[src/rtl/spi_rom_reader_if.sv]
// rtl/spi_rom_reader_if.sv - request, byte-stream and SPI pin bundle for spi_rom_reader
interface spi_rom_reader_if;
    logic        start;
    logic [23:0] addr;
    logic        abort;
    logic        busy;
    logic        done;
    logic [7:0]  data_out;
    logic        data_valid;
    logic        spi_cs;
    logic        spi_sclk;
    logic        spi_mosi;
    logic        spi_miso;

    modport master (
        output start, addr, abort, spi_miso,
        input  busy, done, data_out, data_valid, spi_cs, spi_sclk, spi_mosi
    );

    modport slave (
        input  start, addr, abort, spi_miso,
        output busy, done, data_out, data_valid, spi_cs, spi_sclk, spi_mosi
    );
endinterface

[src/rtl/spi_rom_reader.sv]
// rtl/spi_rom_reader.sv - SPI mode-0 burst reader for serial flash; FAST_READ_EN selects 0x0B + dummy byte
module spi_rom_reader #(
    parameter int unsigned BURST_BYTES = 16,
    parameter logic [7:0]  CMD_READ    = 8'h03,
    parameter logic [7:0]  CMD_FAST    = 8'h0B
) (
    input  logic            clk,
    input  logic            reset_n,
    spi_rom_reader_if.slave bus
);

`ifdef FAST_READ_EN
    localparam int unsigned HDR_BITS = 40;
    localparam logic [7:0]  CMD      = CMD_FAST;
`else
    localparam int unsigned HDR_BITS = 32;
    localparam logic [7:0]  CMD      = CMD_READ;
`endif

    // Sized for the worst case of 40 header bits plus 255 data bytes.
    localparam int unsigned      CNT_W    = 12;
    localparam logic [CNT_W-1:0] LAST_BIT = CNT_W'(HDR_BITS + 8 * BURST_BYTES - 1);
    localparam logic [CNT_W-1:0] CMD_END  = CNT_W'(8);
    localparam logic [CNT_W-1:0] ADDR_END = CNT_W'(32);
`ifdef FAST_READ_EN
    localparam logic [CNT_W-1:0] DUMMY_END = CNT_W'(40);
`endif

    typedef enum logic [2:0] {
        IDLE,
        CMD_S,
        ADDR_S,
`ifdef FAST_READ_EN
        DUMMY_S,
`endif
        DATA_S
    } state_t;

    state_t           state_q, state_d;
    logic [CNT_W-1:0] bit_cnt_q, bit_cnt_d;
    logic             sclk_q, sclk_d;
    logic             cs_q, cs_d;
    logic             mosi_q, mosi_d;
    logic [31:0]      tx_q, tx_d;
    logic [7:0]       rx_q, rx_d;
    logic [7:0]       data_q, data_d;
    logic             dv_q, dv_d;
    logic             done_q, done_d;

    logic [7:0]       rx_next;
    logic [CNT_W-1:0] cnt_inc;
    logic             byte_end;

    function automatic state_t phase_of(input logic [CNT_W-1:0] n);
        state_t s;
        s = DATA_S;
`ifdef FAST_READ_EN
        if (n < DUMMY_END) s = DUMMY_S;
`endif
        if (n < ADDR_END) s = ADDR_S;
        if (n < CMD_END)  s = CMD_S;
        return s;
    endfunction

    assign rx_next  = {rx_q[6:0], bus.spi_miso};
    assign cnt_inc  = bit_cnt_q + {{(CNT_W-1){1'b0}}, 1'b1};
    assign byte_end = (state_q == DATA_S) && (bit_cnt_q[2:0] == 3'd7);

    always_comb begin
        state_d   = state_q;
        bit_cnt_d = bit_cnt_q;
        sclk_d    = sclk_q;
        cs_d      = cs_q;
        mosi_d    = mosi_q;
        tx_d      = tx_q;
        rx_d      = rx_q;
        data_d    = data_q;
        dv_d      = 1'b0;
        done_d    = 1'b0;

        case (state_q)
            IDLE: begin
                if (bus.start) begin
                    state_d   = CMD_S;
                    bit_cnt_d = '0;
                    cs_d      = 1'b1;
                    sclk_d    = 1'b0;
                    mosi_d    = CMD[7];
                    // Zeros shift in behind the address, so mosi idles low for dummy/data bits.
                    tx_d      = {CMD[6:0], bus.addr, 1'b0};
                end
            end
            default: begin
                if (bus.abort) begin
                    state_d = IDLE;
                    cs_d    = 1'b0;
                    sclk_d  = 1'b0;
                    mosi_d  = 1'b0;
                end else if (!sclk_q) begin
                    sclk_d = 1'b1;
                end else begin
                    // End of high phase: sample miso and move mosi on to the next bit.
                    sclk_d = 1'b0;
                    rx_d   = rx_next;
                    if (byte_end) begin
                        data_d = rx_next;
                        dv_d   = 1'b1;
                    end
                    if (bit_cnt_q == LAST_BIT) begin
                        state_d = IDLE;
                        cs_d    = 1'b0;
                        mosi_d  = 1'b0;
                        done_d  = 1'b1;
                    end else begin
                        bit_cnt_d = cnt_inc;
                        state_d   = phase_of(cnt_inc);
                        mosi_d    = tx_q[31];
                        tx_d      = {tx_q[30:0], 1'b0};
                    end
                end
            end
        endcase
    end

    always_ff @(posedge clk or negedge reset_n) begin
        if (!reset_n) begin
            state_q   <= IDLE;
            bit_cnt_q <= '0;
            sclk_q    <= 1'b0;
            cs_q      <= 1'b0;
            mosi_q    <= 1'b0;
            tx_q      <= '0;
            rx_q      <= '0;
            data_q    <= '0;
            dv_q      <= 1'b0;
            done_q    <= 1'b0;
        end else begin
            state_q   <= state_d;
            bit_cnt_q <= bit_cnt_d;
            sclk_q    <= sclk_d;
            cs_q      <= cs_d;
            mosi_q    <= mosi_d;
            tx_q      <= tx_d;
            rx_q      <= rx_d;
            data_q    <= data_d;
            dv_q      <= dv_d;
            done_q    <= done_d;
        end
    end

    assign bus.busy       = (state_q != IDLE);
    assign bus.done       = done_q;
    assign bus.data_out   = data_q;
    assign bus.data_valid = dv_q;
    assign bus.spi_cs     = cs_q;
    assign bus.spi_sclk   = sclk_q;
    assign bus.spi_mosi   = mosi_q;

endmodule

[src/flat_wrapper.sv]
// flat-port wrapper written by rule: the top's interface ports become plain ports
module spi_rom_reader_flat 
#(
    parameter int unsigned BURST_BYTES = 16,
    parameter logic [7:0]  CMD_READ    = 8'h03,
    parameter logic [7:0]  CMD_FAST    = 8'h0B
)
  (clk, reset_n, bus_start, bus_addr, bus_abort, bus_spi_miso, bus_busy, bus_done, bus_data_out, bus_data_valid, bus_spi_cs, bus_spi_sclk, bus_spi_mosi);
  spi_rom_reader_if bus_i ();
  input  logic clk;
  input  logic reset_n;
  input wire logic [$bits(bus_i.start)-1:0] bus_start;
  input wire logic [$bits(bus_i.addr)-1:0] bus_addr;
  input wire logic [$bits(bus_i.abort)-1:0] bus_abort;
  input wire logic [$bits(bus_i.spi_miso)-1:0] bus_spi_miso;
  output wire logic [$bits(bus_i.busy)-1:0] bus_busy;
  output wire logic [$bits(bus_i.done)-1:0] bus_done;
  output wire logic [$bits(bus_i.data_out)-1:0] bus_data_out;
  output wire logic [$bits(bus_i.data_valid)-1:0] bus_data_valid;
  output wire logic [$bits(bus_i.spi_cs)-1:0] bus_spi_cs;
  output wire logic [$bits(bus_i.spi_sclk)-1:0] bus_spi_sclk;
  output wire logic [$bits(bus_i.spi_mosi)-1:0] bus_spi_mosi;
  assign bus_i.start = bus_start;
  assign bus_i.addr = bus_addr;
  assign bus_i.abort = bus_abort;
  assign bus_i.spi_miso = bus_spi_miso;
  assign bus_busy = bus_i.busy;
  assign bus_done = bus_i.done;
  assign bus_data_out = bus_i.data_out;
  assign bus_data_valid = bus_i.data_valid;
  assign bus_spi_cs = bus_i.spi_cs;
  assign bus_spi_sclk = bus_i.spi_sclk;
  assign bus_spi_mosi = bus_i.spi_mosi;
  spi_rom_reader #(.BURST_BYTES(BURST_BYTES), .CMD_READ(CMD_READ), .CMD_FAST(CMD_FAST)) u_core (.clk(clk), .reset_n(reset_n), .bus(bus_i));
endmodule
[config.mk]
export PLATFORM = sky130hd
export DESIGN_NAME = spi_rom_reader_flat
export DESIGN_NICKNAME = d
export VERILOG_FILES = /design/src/rtl/spi_rom_reader_if.sv /design/src/rtl/spi_rom_reader.sv /design/src/flat_wrapper.sv
export SDC_FILE = /design/constraint.sdc
export NUM_CORES = 1
export LEC_CHECK = 0
export BUFFER_PORTS_ARGS = -buffer_cell sky130_fd_sc_hd__clkbuf_2
export CELL_PAD_IN_SITES_DETAIL_PLACEMENT = 0
export CELL_PAD_IN_SITES_GLOBAL_PLACEMENT = 1
export CORE_MARGIN = 1
export CORE_UTILIZATION = 23
export DETAILED_ROUTE_END_ITERATION = 16
export PLACE_DENSITY = 0.55
export SETUP_SLACK_MARGIN = 0.15
export SLEW_MARGIN = 20
export SYNTH_ARGS = -nofsm -noshare
export SYNTH_HDL_FRONTEND = slang
export SYNTH_SLANG_ARGS = --single-unit
[constraint.sdc]
create_clock -name clk -period 3.35 [get_ports clk]
set_input_delay 0.1675 -clock clk [delete_from_list [all_inputs] [get_ports clk]]
set_output_delay 0.1675 -clock clk [all_outputs]
set_load 0.01 [all_outputs]
==> results.sh, run 1 <==
export IMPL_hold_path_endpoint="u_core.rx_q[0]$_DFFE_PN0P_"
export IMPL_critical_path_max_fanout=44
export IMPL_syn_mean_instance_area_um2=10.3
export IMPL_worstSetupEndpointType="register"
export IMPL_unrepaired_setup_endpoints_after_global_routing="false"
export IMPL_worst_pin_slew_ns=0.773
export IMPL_finish_instance_area_mm2=0.00379
export IMPL_clockRootBuffer="clkbuf_16"
export IMPL_wire_per_inst_um=13.3
export IMPL_cts_made_buffers=9
export IMPL_grt_util_all_layers_pct=10.7
export IMPL_min_delay_path_class="in -> reg"
export IMPL_critPathMaxStageDelay_ns=0.44
export IMPL_synth_flop_cell="dfrtp_1"
export IMPL_globalplace_congestion=0.757
export IMPL_nNetsFinal=372
export IMPL_cts_htree_levels=3
export IMPL_multi_input_area_mm2=0.00131
export IMPL_detail_route_first_pass_iterations=4
export IMPL_routed_via_density=4.38
export IMPL_num_fill_cells=1393
export IMPL_gr_total_overflow=0
export IMPL_placement_cell_area_mm2=0.00344
export IMPL_grt_start_max_net_pins=45
export IMPL_netlist_area_mm2=0.00306
export IMPL_hold_depth=3
export IMPL_setup_tns_ns=0
export IMPL_synth_sequential_area_ratio_pct=53.1
export IMPL_setup_viol_count_final=0
export IMPL_status="finished clean"
export IMPL_antenna_found_initial=0
export IMPL_p_leak_nw=1.76
export IMPL_yosysUniqueCellTypes=43
export IMPL_synth_top_cells_by_area="dfrtp_1, nand2_1, mux2i_1"
export IMPL_timing_max_cap_violations=0
export IMPL_post_synthesis_to_final_layout_area_growth_pct=23.8
export IMPL_via_count=2268
export IMPL_route_final_wire_length_um=6870
export IMPL_final_max_slew_violation_count=0
export IMPL_power_density_mw_per_mm2=689
export IMPL_die_h_um=117
export IMPL_r2r_path_end="u_core.bit_cnt_q[4]$_DFFE_PN0P_"
export IMPL_num_antenna_cells=0
export IMPL_placeableCoreArea_mm2=0.0128
export IMPL_worst_clock_skew_on_the_final_layout_ns=0.00422
export IMPL_fmax_mhz=439
export IMPL_initial_utilization_pct=23.9
export IMPL_port_buffers=42
export IMPL_clock_insertion_delay_worst_skew_ns=0.33
export IMPL_ir_drop_v=0.000247
export IMPL_clkSinkCount=65
export IMPL_synth_edff_count=0
export IMPL_reg2reg_setup_slack_ns=1.07
export IMPL_timing_final_crit_period_ns=2.28
export IMPL_timing_worst_setup_path_type="reg -> reg"
export IMPL_finalHoldViolations=0
export IMPL_clk_path_buf_depth=2
export IMPL_synthesis_yosys_warnings=0
export IMPL_die_width_um=117
export IMPL_synth_common_cells="dfrtp_1, nand2_1, o21ai_1"
export IMPL_first_iter_violations=105
export IMPL_die_area_mm2=0.0138
export IMPL_final_layout_size_suffix_gt1_share_pct=23.7
export IMPL_maxSlewHeadroom_pct=48.1
export IMPL_wire_length_of_the_first_global_routing_pass_um=11400
export IMPL_slowest_stage="o21a_2"
export IMPL_core_rowCount=41
export IMPL_path_cells="ha_1, nand3_1, nor4_4, o21a_2, buf_12, o21ai_1, o31ai_1"
export IMPL_cts_tree="done"
export IMPL_synth_async_sr_flop_share_pct=100
export IMPL_crit_path_start_kind="register"
export IMPL_r2r_cells=7
export IMPL_seq_area_mm2=0.00163
export IMPL_antenna_left=0
export IMPL_total_power_mw=2.61
export IMPL_route_detailed_drc=0
export IMPL_postSynthRegisterBits=65
export IMPL_count_of_pins_on_the_block_boundary=43
export IMPL_yosys_area_top_type_share_pct=53.1
export IMPL_layout_worst_path_cycle_share_pct=67.9
export IMPL_synthesis_instances=298
export IMPL_placement_setup_worst_slack_ns=1.09
export IMPL_clkSlewWorstSetupHoldPaths_ns=0.06
export IMPL_first_global_vias=2264
export IMPL_worstPathArrival_ns=2.50
export IMPL_hpwlAfterDp_um=4670
export IMPL_r2r_start="u_core.bit_cnt_q[0]$_DFFE_PN0P_"
export IMPL_synth_most_common_cell="dfrtp_1"
export IMPL_cp_required_ns=3.58
export IMPL_hp_start="bus_spi_miso"
export IMPL_final_setup_worst_slack_ns=1.07
export IMPL_mappedNetlistNets=329
export IMPL_synth_area_leader_cell="dfrtp_1"
## cells in the final DEF, fill, tap and decap left out, types with 2 or more instances in the layout
cell type,instances
bufinv_16,3
a311oi_1,3
a22o_1,8
buf_4,5
and2_1,2
inv_1,5
nand4_1,4
nor3_1,9
clkbuf_2,41
o22a_1,3
and3_1,2
o21ai_1,38
o31ai_1,2
clkbuf_16,9
nand3_1,6
o21ai_0,3
nand2_1,63
mux2_2,8
ha_1,2
nor2_1,6
mux2i_1,23
xnor2_1,4
or3_1,2
dfrtp_1,65
clkinvlp_4,2
nand3b_1,2
a21oi_1,3
## logic make-up after synthesis
logic type	count (synthesis)	share of synthesized area [%]
AO/OA/AOI/OAI	68	13.6
adder cells (fa/ha/maj)	2	0.817
flip-flops	65	53.1
buffers and inverters	23	4.53
multiplexers	31	10.5
XOR/XNOR	4	1.14
AND/OR/NAND/NOR	105	16.3
## worst max-delay path: cells and delay by family (launching register included)
kind                       cells  cell delay, ns
adders and majority gates      1            0.24
buffers and inverters          1            0.26
DFF                            1            0.42
and+or+nand+nor                2            0.62
AOI/OAI and AO/OA              3            0.61
## cell type report
class / instances / share of cell area [%]
Clock buffer: 9 / 5.94
Sequential cell: 65 / 42.9
Inverter: 6 / 0.594
Timing Repair Buffer: 49 / 7.32
Tap cell: 172 / 5.67
Multi-Input combinational cell: 210 / 34.5
Clock inverter: 7 / 3.13
## sequential cells by signal, summed over array words and instances (netlist names)
name / flops
u_core.bus.done: 1
u_core.bus.spi_cs: 1
u_core.bus.data_out: 8
u_core.bus.spi_mosi: 1
u_core.bit_cnt_q: 12
u_core.bus.data_valid: 1
u_core.tx_q: 31
u_core.rx_q: 7
u_core.state_q: 2
u_core.bus.spi_sclk: 1
## power breakdown
group	internal (mW)	total [mW]	switching, mW	leakage, nW
Combinational	0.186	0.416	0.230	0.747
Clock	0.726	1.08	0.358	0.162
Sequential	0.988	1.11	0.127	0.855
## layer usage
| metal | global-route usage [%] | wire length [um] | vias to the layer above |
|---|---|---|---|
| met5 | 0 | 0 | - |
| met4 | 4.87 | 126 | 0 |
| met3 | 4.04 | 362 | 10 |
| met2 | 16.1 | 3050 | 52 |
| met1 | 13.5 | 3330 | 1068 |
| li1 | - | - | 1138 |
## stage by stage
stage | instances | utilization (%) | hold WS (ns)
after detailed placement | 501 | 26.8 | 0.146
after global routing | 518 | 29.6 | 0.0434
after CTS | 518 | 29.6 | 0.0333
after floorplan | 298 | - | -0.128
after global placement | 501 | 26.8 | 0.133
final | 518 | 29.6 | 0.0404
## worst max-delay path by stage
stage	from	to	slack (ns)	cells after the start
6_report	u_core.bit_cnt_q[0]$_DFFE_PN0P_	u_core.bit_cnt_q[4]$_DFFE_PN0P_	1.07	7
5_1_grt	u_core.bit_cnt_q[0]$_DFFE_PN0P_	u_core.bit_cnt_q[4]$_DFFE_PN0P_	0.86	7
4_1_cts	u_core.bit_cnt_q[0]$_DFFE_PN0P_	u_core.bit_cnt_q[3]$_DFFE_PN0P_	1.08	7
3_5_place_dp	u_core.bit_cnt_q[0]$_DFFE_PN0P_	u_core.bit_cnt_q[4]$_DFFE_PN0P_	1.09	7
3_3_place_gp	u_core.bit_cnt_q[0]$_DFFE_PN0P_	u_core.bit_cnt_q[3]$_DFFE_PN0P_	1.11	7
2_1_floorplan	u_core.bit_cnt_q[0]$_DFFE_PN0P_	u_core.bit_cnt_q[3]$_DFFE_PN0P_	1.46	7
## repair_timing
action                                  4_1_cts  5_1_grt
hold endpoints to repair                     17        0
endpoints found under the setup margin        0        0
hold buffers                                  1        0
gates resized for setup                       0        0
buffers inserted                              0        0
Power figures use the tool's default switching activity.
==> inputs of run 2 (changes only) <==
- clock period: 3.35 -> 2.3 ns (I/O delays scaled with it)
==> results.sh, run 2 (synthesis gave the netlist of run 1 again) <==
export IMPL_power_share_combinational_pct=19.0
export IMPL_critPathMaxStageDelay_ns=0.56
export IMPL_die_area_mm2=0.0138
export IMPL_final_common_cell="dfrtp_1"
export IMPL_min_delay_path_class="in -> reg"
export IMPL_grt_util_all_layers_pct=11.1
export IMPL_design_internal_power_mw=2.49
export IMPL_path_cells="or4_4, nor4_4, buf_4, buf_4, or2b_4, nand2_4, o22a_1"
export IMPL_critical_path_depth=7
export IMPL_cp_top_family="simple AND/OR/NAND/NOR gates"
export IMPL_timing_final_crit_period_ns=2.09
export IMPL_crit_path_start_kind="register"
export IMPL_swShare_pct=28.8
export IMPL_finalCoreUtilization_pct=30.4
export IMPL_worst_hold_slack_ns=0.0118
export IMPL_cts_tree="done"
export IMPL_r2r_start="u_core.bit_cnt_q[9]$_DFFE_PN0P_"
export IMPL_crit_buf_inv=2
export IMPL_worstSetupEndpointType="register"
export IMPL_reg2reg_setup_slack_ns=0.21
export IMPL_final_layout_size_suffix_gt1_share_pct=27.2
export IMPL_wire_per_inst_um=13.9
export IMPL_slowest_stage="or4_4"
export IMPL_hold_depth=3
export IMPL_timing_critical_path_mode_cell="buf_4"
export IMPL_die_width_um=117
export IMPL_post_synthesis_to_final_layout_area_growth_pct=27.4
export IMPL_antenna_left=0
export IMPL_grt_start_max_net_pins=51
export IMPL_hp_start="bus_addr[0]"
export IMPL_timing_worst_setup_path_type="reg -> reg"
export IMPL_num_antenna_cells=0
export IMPL_hpwlAfterDp_um=4810
export IMPL_finalHoldViolations=0
export IMPL_setup_viol_count_final=0
export IMPL_gr_total_overflow=0
export IMPL_count_of_pins_on_the_block_boundary=43
export IMPL_layout_cells_most_common_list="dfrtp_1, nand2_1, clkbuf_2, o21ai_1, mux2i_1"
export IMPL_num_fill_cells=1372
export IMPL_total_switching_power_mw=1.01
export IMPL_setup_tns_ns=0
export IMPL_initial_utilization_pct=23.9
export IMPL_die_h_um=117
export IMPL_placement_setup_worst_slack_ns=0.207
export IMPL_nNetsFinal=387
export IMPL_unrepaired_setup_endpoints_after_global_routing="true"
export IMPL_seq_area_mm2=0.00163
export IMPL_hold_path_endpoint="u_core.tx_q[1]$_DFFE_PN0P_"
export IMPL_cts_htree_levels=3
export IMPL_antenna_found_initial=0
export IMPL_clkSlewWorstSetupHoldPaths_ns=0.05
export IMPL_timing_max_cap_violations=0
export IMPL_port_buffers=42
export IMPL_final_setup_worst_slack_ns=0.212
export IMPL_worst_clock_skew_on_the_final_layout_ns=0.00812
export IMPL_via_count=2350
export IMPL_core_rowCount=41
export IMPL_p_leak_nw=1.85
export IMPL_status="finished clean"
export IMPL_power_share_sequential_pct=46.5
export IMPL_power_density_mw_per_mm2=896
export IMPL_ir_drop_v=0.000375
export IMPL_clockPowerShare_pct=34.5
export IMPL_critical_path_max_fanout=8
export IMPL_worstPathArrival_ns=2.29
export IMPL_wire_length_of_the_first_global_routing_pass_um=12000
export IMPL_total_power_mw=3.50
export IMPL_r2r_path_end="u_core.tx_q[26]$_DFFE_PN0P_"
export IMPL_registers_top_by_ff_count="u_core.tx_q"
export IMPL_clkSinkCount=65
export IMPL_detail_route_first_pass_iterations=4
export IMPL_clock_insertion_delay_worst_skew_ns=0.32
export IMPL_placeableCoreArea_mm2=0.0128
export IMPL_route_final_wire_length_um=7410
export IMPL_globalplace_congestion=0.746
export IMPL_clk_path_buf_depth=2
export IMPL_layout_worst_path_cycle_share_pct=90.8
export IMPL_maxSlewHeadroom_pct=68.4
export IMPL_routed_via_density=4.42
export IMPL_first_global_vias=2324
export IMPL_clockRootBuffer="clkbuf_16"
export IMPL_multi_input_area_mm2=0.00134
export IMPL_cp_required_ns=2.50
export IMPL_route_detailed_drc=0
export IMPL_cts_made_buffers=9
export IMPL_worst_pin_slew_ns=0.462
export IMPL_r2r_cells=7
export IMPL_max_reg_flops=31
export IMPL_final_max_slew_violation_count=0
export IMPL_fmax_mhz=479
export IMPL_first_iter_violations=166
==> run 2: cell count changes in the layout (fill, tap and decap cells not counted), sizes merged <==
cell         delta
dlygate4sd3     +1
clkinv          +2
clkbuf          +3
clkinvlp        -2
bufinv          -3
buf            +13
==> run 2: stage by stage <==
step	area, um^2	std cells
after floorplan	3060	298
after global placement	3500	508
after detailed placement	3500	508
after CTS	3790	525
after global routing	3900	532
final	3900	532
==> run 2: area by class of cell <==
cell class	instances	share of cell area, %
Sequential cell	65	41.7
Multi-Input combinational cell	210	34.4
Timing Repair Buffer	64	11.0
Tap cell	172	5.51
Inverter	6	0.577
Clock buffer	11	6.22
Clock inverter	4	0.513
==> run 2: timing repair <==
item | 4_1_cts | 5_1_grt
endpoints found under the hold margin | 20 | 0
setup endpoints to repair | 0 | 46
gates resized for setup | 0 | 11
hold buffers | 2 | 0
buffers inserted | 0 | 6
==> run 2: worst max path at each step <==
stage | end | from
3_5_place_dp | u_core.bit_cnt_q[3]$_DFFE_PN0P_ | u_core.bit_cnt_q[0]$_DFFE_PN0P_
4_1_cts | u_core.tx_q[13]$_DFFE_PN0P_ | u_core.bit_cnt_q[0]$_DFFE_PN0P_
2_1_floorplan | u_core.bit_cnt_q[3]$_DFFE_PN0P_ | u_core.bit_cnt_q[0]$_DFFE_PN0P_
5_1_grt | u_core.tx_q[13]$_DFFE_PN0P_ | u_core.bit_cnt_q[9]$_DFFE_PN0P_
3_3_place_gp | u_core.bit_cnt_q[3]$_DFFE_PN0P_ | u_core.bit_cnt_q[0]$_DFFE_PN0P_
6_report | u_core.tx_q[26]$_DFFE_PN0P_ | u_core.bit_cnt_q[9]$_DFFE_PN0P_
==> run 2: layer usage <==
metal	GRT usage, %	routed length, um
met5	0	0
met4	3.90	53
met3	3.16	258
met2	16.6	3360
met1	15.2	3740
==> run 2: power by group through the flow <==
stage	Combinational, mW	Clock, mW	Sequential, mW
3_3_place_gp	0.619	0	1.64
6_report	0.664	1.21	1.63
2_1_floorplan	0.477	0	1.59
3_5_place_dp	0.637	0	1.65
4_1_cts	0.641	1.25	1.63
5_1_grt	0.764	1.31	1.68
==> run 2: worst register-to-register path, cell delays in order (launching register included) <==
cell,delay [ns]
dfrtp_2,0.46
or4_4,0.56
nor4_4,0.27
buf_4,0.18
buf_4,0.11
or2b_4,0.17
nand2_4,0.06
o22a_1,0.16
==> inputs of run 3 (changes only) <==
- ABC_AREA: not set -> 1
- PLACE_DENSITY: 0.55 -> 0.56
- RECOVER_POWER: not set -> 50
==> results.sh, run 3 <==
export IMPL_via_count=2424
export IMPL_crit_path_start_kind="register"
export IMPL_synthesis_instances=344
export IMPL_max_reg_flops=31
export IMPL_finalHoldViolations=0
export IMPL_clockPowerShare_pct=31.4
export IMPL_min_delay_path_class="in -> reg"
export IMPL_design_internal_power_mw=2.83
export IMPL_post_synthesis_to_final_layout_area_growth_pct=21.4
export IMPL_seq_area_mm2=0.00163
export IMPL_reg2reg_setup_slack_ns=0.44
export IMPL_synth_async_sr_flop_share_pct=100
export IMPL_registers_top_by_ff_count="u_core.tx_q"
export IMPL_yosys_area_top_type_share_pct=52.0
export IMPL_globalplace_congestion=0.758
export IMPL_fmax_mhz=537
export IMPL_clockRootBuffer="clkbuf_16"
export IMPL_synth_most_common_cell="nand2_1"
export IMPL_first_iter_violations=137
export IMPL_core_rowCount=42
export IMPL_final_max_slew_violation_count=0
export IMPL_postSynthRegisterBits=65
export IMPL_synth_area_leader_cell="dfrtp_1"
export IMPL_die_width_um=119
export IMPL_path_cells="nor2_4, nor2_4, nand2_4, clkinv_4, nand2_4, nand2_8, o211ai_1, o21ai_1"
export IMPL_ir_drop_v=0.000468
export IMPL_power_share_combinational_pct=31.3
export IMPL_cp_top_family="simple AND/OR/NAND/NOR gates"
export IMPL_layout_worst_path_cycle_share_pct=81.0
export IMPL_clkSlewWorstSetupHoldPaths_ns=0.05
export IMPL_cts_tree="done"
export IMPL_wire_length_of_the_first_global_routing_pass_um=11700
export IMPL_port_buffers=42
export IMPL_initial_utilization_pct=23.6
export IMPL_timing_worst_setup_path_type="reg -> reg"
export IMPL_setup_tns_ns=0
export IMPL_total_switching_power_mw=1.51
export IMPL_die_area_mm2=0.0141
export IMPL_power_share_sequential_pct=37.3
export IMPL_first_global_vias=2380
export IMPL_clock_insertion_delay_worst_skew_ns=0.33
export IMPL_multi_input_area_mm2=0.00120
export IMPL_cts_made_buffers=9
export IMPL_syn_mean_instance_area_um2=9.09
export IMPL_route_detailed_drc=0
export IMPL_worst_clock_skew_on_the_final_layout_ns=0.00912
export IMPL_gr_total_overflow=0
export IMPL_grt_start_max_net_pins=65
export IMPL_final_common_cell="nand2_1"
export IMPL_synth_flop_cell="dfrtp_1"
export IMPL_num_fill_cells=1449
export IMPL_synth_sequential_area_ratio_pct=52.0
export IMPL_unrepaired_setup_endpoints_after_global_routing="false"
export IMPL_cp_required_ns=2.50
export IMPL_num_antenna_cells=0
export IMPL_antenna_left=0
export IMPL_timing_final_crit_period_ns=1.86
export IMPL_mappedNetlistNets=375
export IMPL_maxSlewHeadroom_pct=14.0
export IMPL_nNetsFinal=418
export IMPL_finish_instance_area_mm2=0.00380
export IMPL_status="finished clean"
export IMPL_detail_route_first_pass_iterations=6
export IMPL_clk_path_buf_depth=2
export IMPL_final_layout_size_suffix_gt1_share_pct=19.2
export IMPL_critical_path_max_fanout=64
export IMPL_yosysUniqueCellTypes=30
export IMPL_route_final_wire_length_um=6720
export IMPL_worstPathArrival_ns=2.06
export IMPL_worst_pin_slew_ns=1.29
export IMPL_worstSetupEndpointType="register"
export IMPL_critPathMaxStageDelay_ns=0.43
export IMPL_crit_buf_inv=1
export IMPL_placeableCoreArea_mm2=0.0132
export IMPL_antenna_found_initial=0
export IMPL_synth_top_cells_by_area="dfrtp_1, nand2_1, o211ai_2"
export IMPL_netlist_area_mm2=0.00313
export IMPL_grt_util_all_layers_pct=10.8
export IMPL_wire_per_inst_um=11.8
export IMPL_setup_viol_count_final=0
export IMPL_die_h_um=119
export IMPL_clkSinkCount=65
export IMPL_synth_common_cells="nand2_1, dfrtp_1, inv_1"
export IMPL_swShare_pct=34.9
export IMPL_p_leak_nw=1.80
export IMPL_timing_max_cap_violations=0
export IMPL_placement_cell_area_mm2=0.00351
export IMPL_slowest_stage="dfrtp_1"
export IMPL_synthesis_yosys_warnings=0
export IMPL_layout_cells_most_common_list="nand2_1, dfrtp_1, inv_1, o21ai_1, clkbuf_2"
export IMPL_synth_edff_count=0
export IMPL_routed_via_density=4.28
export IMPL_count_of_pins_on_the_block_boundary=43
export IMPL_cts_htree_levels=3
export IMPL_power_density_mw_per_mm2=1140
export IMPL_hpwlAfterDp_um=4510
-- run 3: kinds of logic (layout without fill, tap and decap cells) --
kind of cell,after synthesis,in the layout,synth area share (%)
compound gates,87,87,19.2
simple gates,119,119,17.9
buf+inv,69,116,9.52
flops,65,65,52.0
xor+xnor,2,2,0.560
fa+ha+maj,2,2,0.800
-- run 3: power by group through the flow --
stage / clock (mW) / combinational, mW / sequential [mW]
after detailed placement: 0 / 1.40 / 1.64
after CTS: 1.41 / 1.41 / 1.62
after global placement: 0 / 1.37 / 1.63
after floorplan: 0 / 1.16 / 1.62
after global routing: 1.48 / 1.59 / 1.66
final: 1.36 / 1.36 / 1.62
-- run 3: stage by stage --
step	setup WS [ns]	util, %	power [mW]	hold WS [ns]	std cells
2_1_floorplan	0.771	-	2.77	-0.181	344
3_3_place_gp	0.435	26.5	3.01	0.132	551
3_5_place_dp	0.426	26.5	3.04	0.137	551
4_1_cts	0.411	28.8	4.45	0.0174	567
5_1_grt	0.243	28.7	4.73	0.0345	567
6_report	0.437	28.7	4.34	0.0305	567
-- run 3: final timing paths --
| path | to | cells past startpoint | startpoint |
|---|---|---|---|
| setup / recovery | u_core.tx_q[18]$_DFFE_PN0P_ | 8 | u_core.state_q[1]$_DFFE_PN0P_ |
| hold / removal | u_core.tx_q[1]$_DFFE_PN0P_ | 3 | bus_addr[0] |
| setup reg to reg | u_core.tx_q[18]$_DFFE_PN0P_ | 8 | u_core.state_q[1]$_DFFE_PN0P_ |
| hold reg to reg | u_core.bus.data_out[7]$_DFFE_PN0P_ | 2 | u_core.rx_q[6]$_DFFE_PN0P_ |
| max in group asynchronous | u_core.rx_q[0]$_DFFE_PN0P_ | 3 | reset_n |
| min in group asynchronous | u_core.tx_q[3]$_DFFE_PN0P_ | 2 | reset_n |
-- run 3: worst reg2reg max path: stages, from the launching register on --
cell and delay [ns]:
dfrtp_1 0.43, nor2_4 0.25, nor2_4 0.08, nand2_4 0.16, clkinv_4 0.10, nand2_4 0.13, nand2_8 0.26, o211ai_1 0.22
o21ai_1 0.09
-- run 3: layout make-up --
cell class / count / area share, %
clock inverters: 2 / 0.988
repair buffers: 46 / 6.26
inverters: 55 / 5.57
multi-input cells: 210 / 31.7
flip-flops and latches: 65 / 42.8
clock buffers: 13 / 6.85
well taps: 176 / 5.80
-- run 3: routing by layer --
| metal | vias up | GRT usage [%] | part of all wire [%] |
|---|---|---|---|
| li1 | 1220 | - | - |
| met1 | 1139 | 13.2 | 47 |
| met2 | 58 | 16.4 | 45 |
| met3 | 7 | 5.36 | 6.8 |
| met4 | 0 | 3.32 | 1.5 |
| met5 | - | 0 | 0 |
-- run 3: timing repair --
item / in CTS / in global routing
hold buffers: 1 / 0
buffers inserted: 0 / 0
resized for setup: 0 / 0
endpoints found under the hold margin: 21 / 0
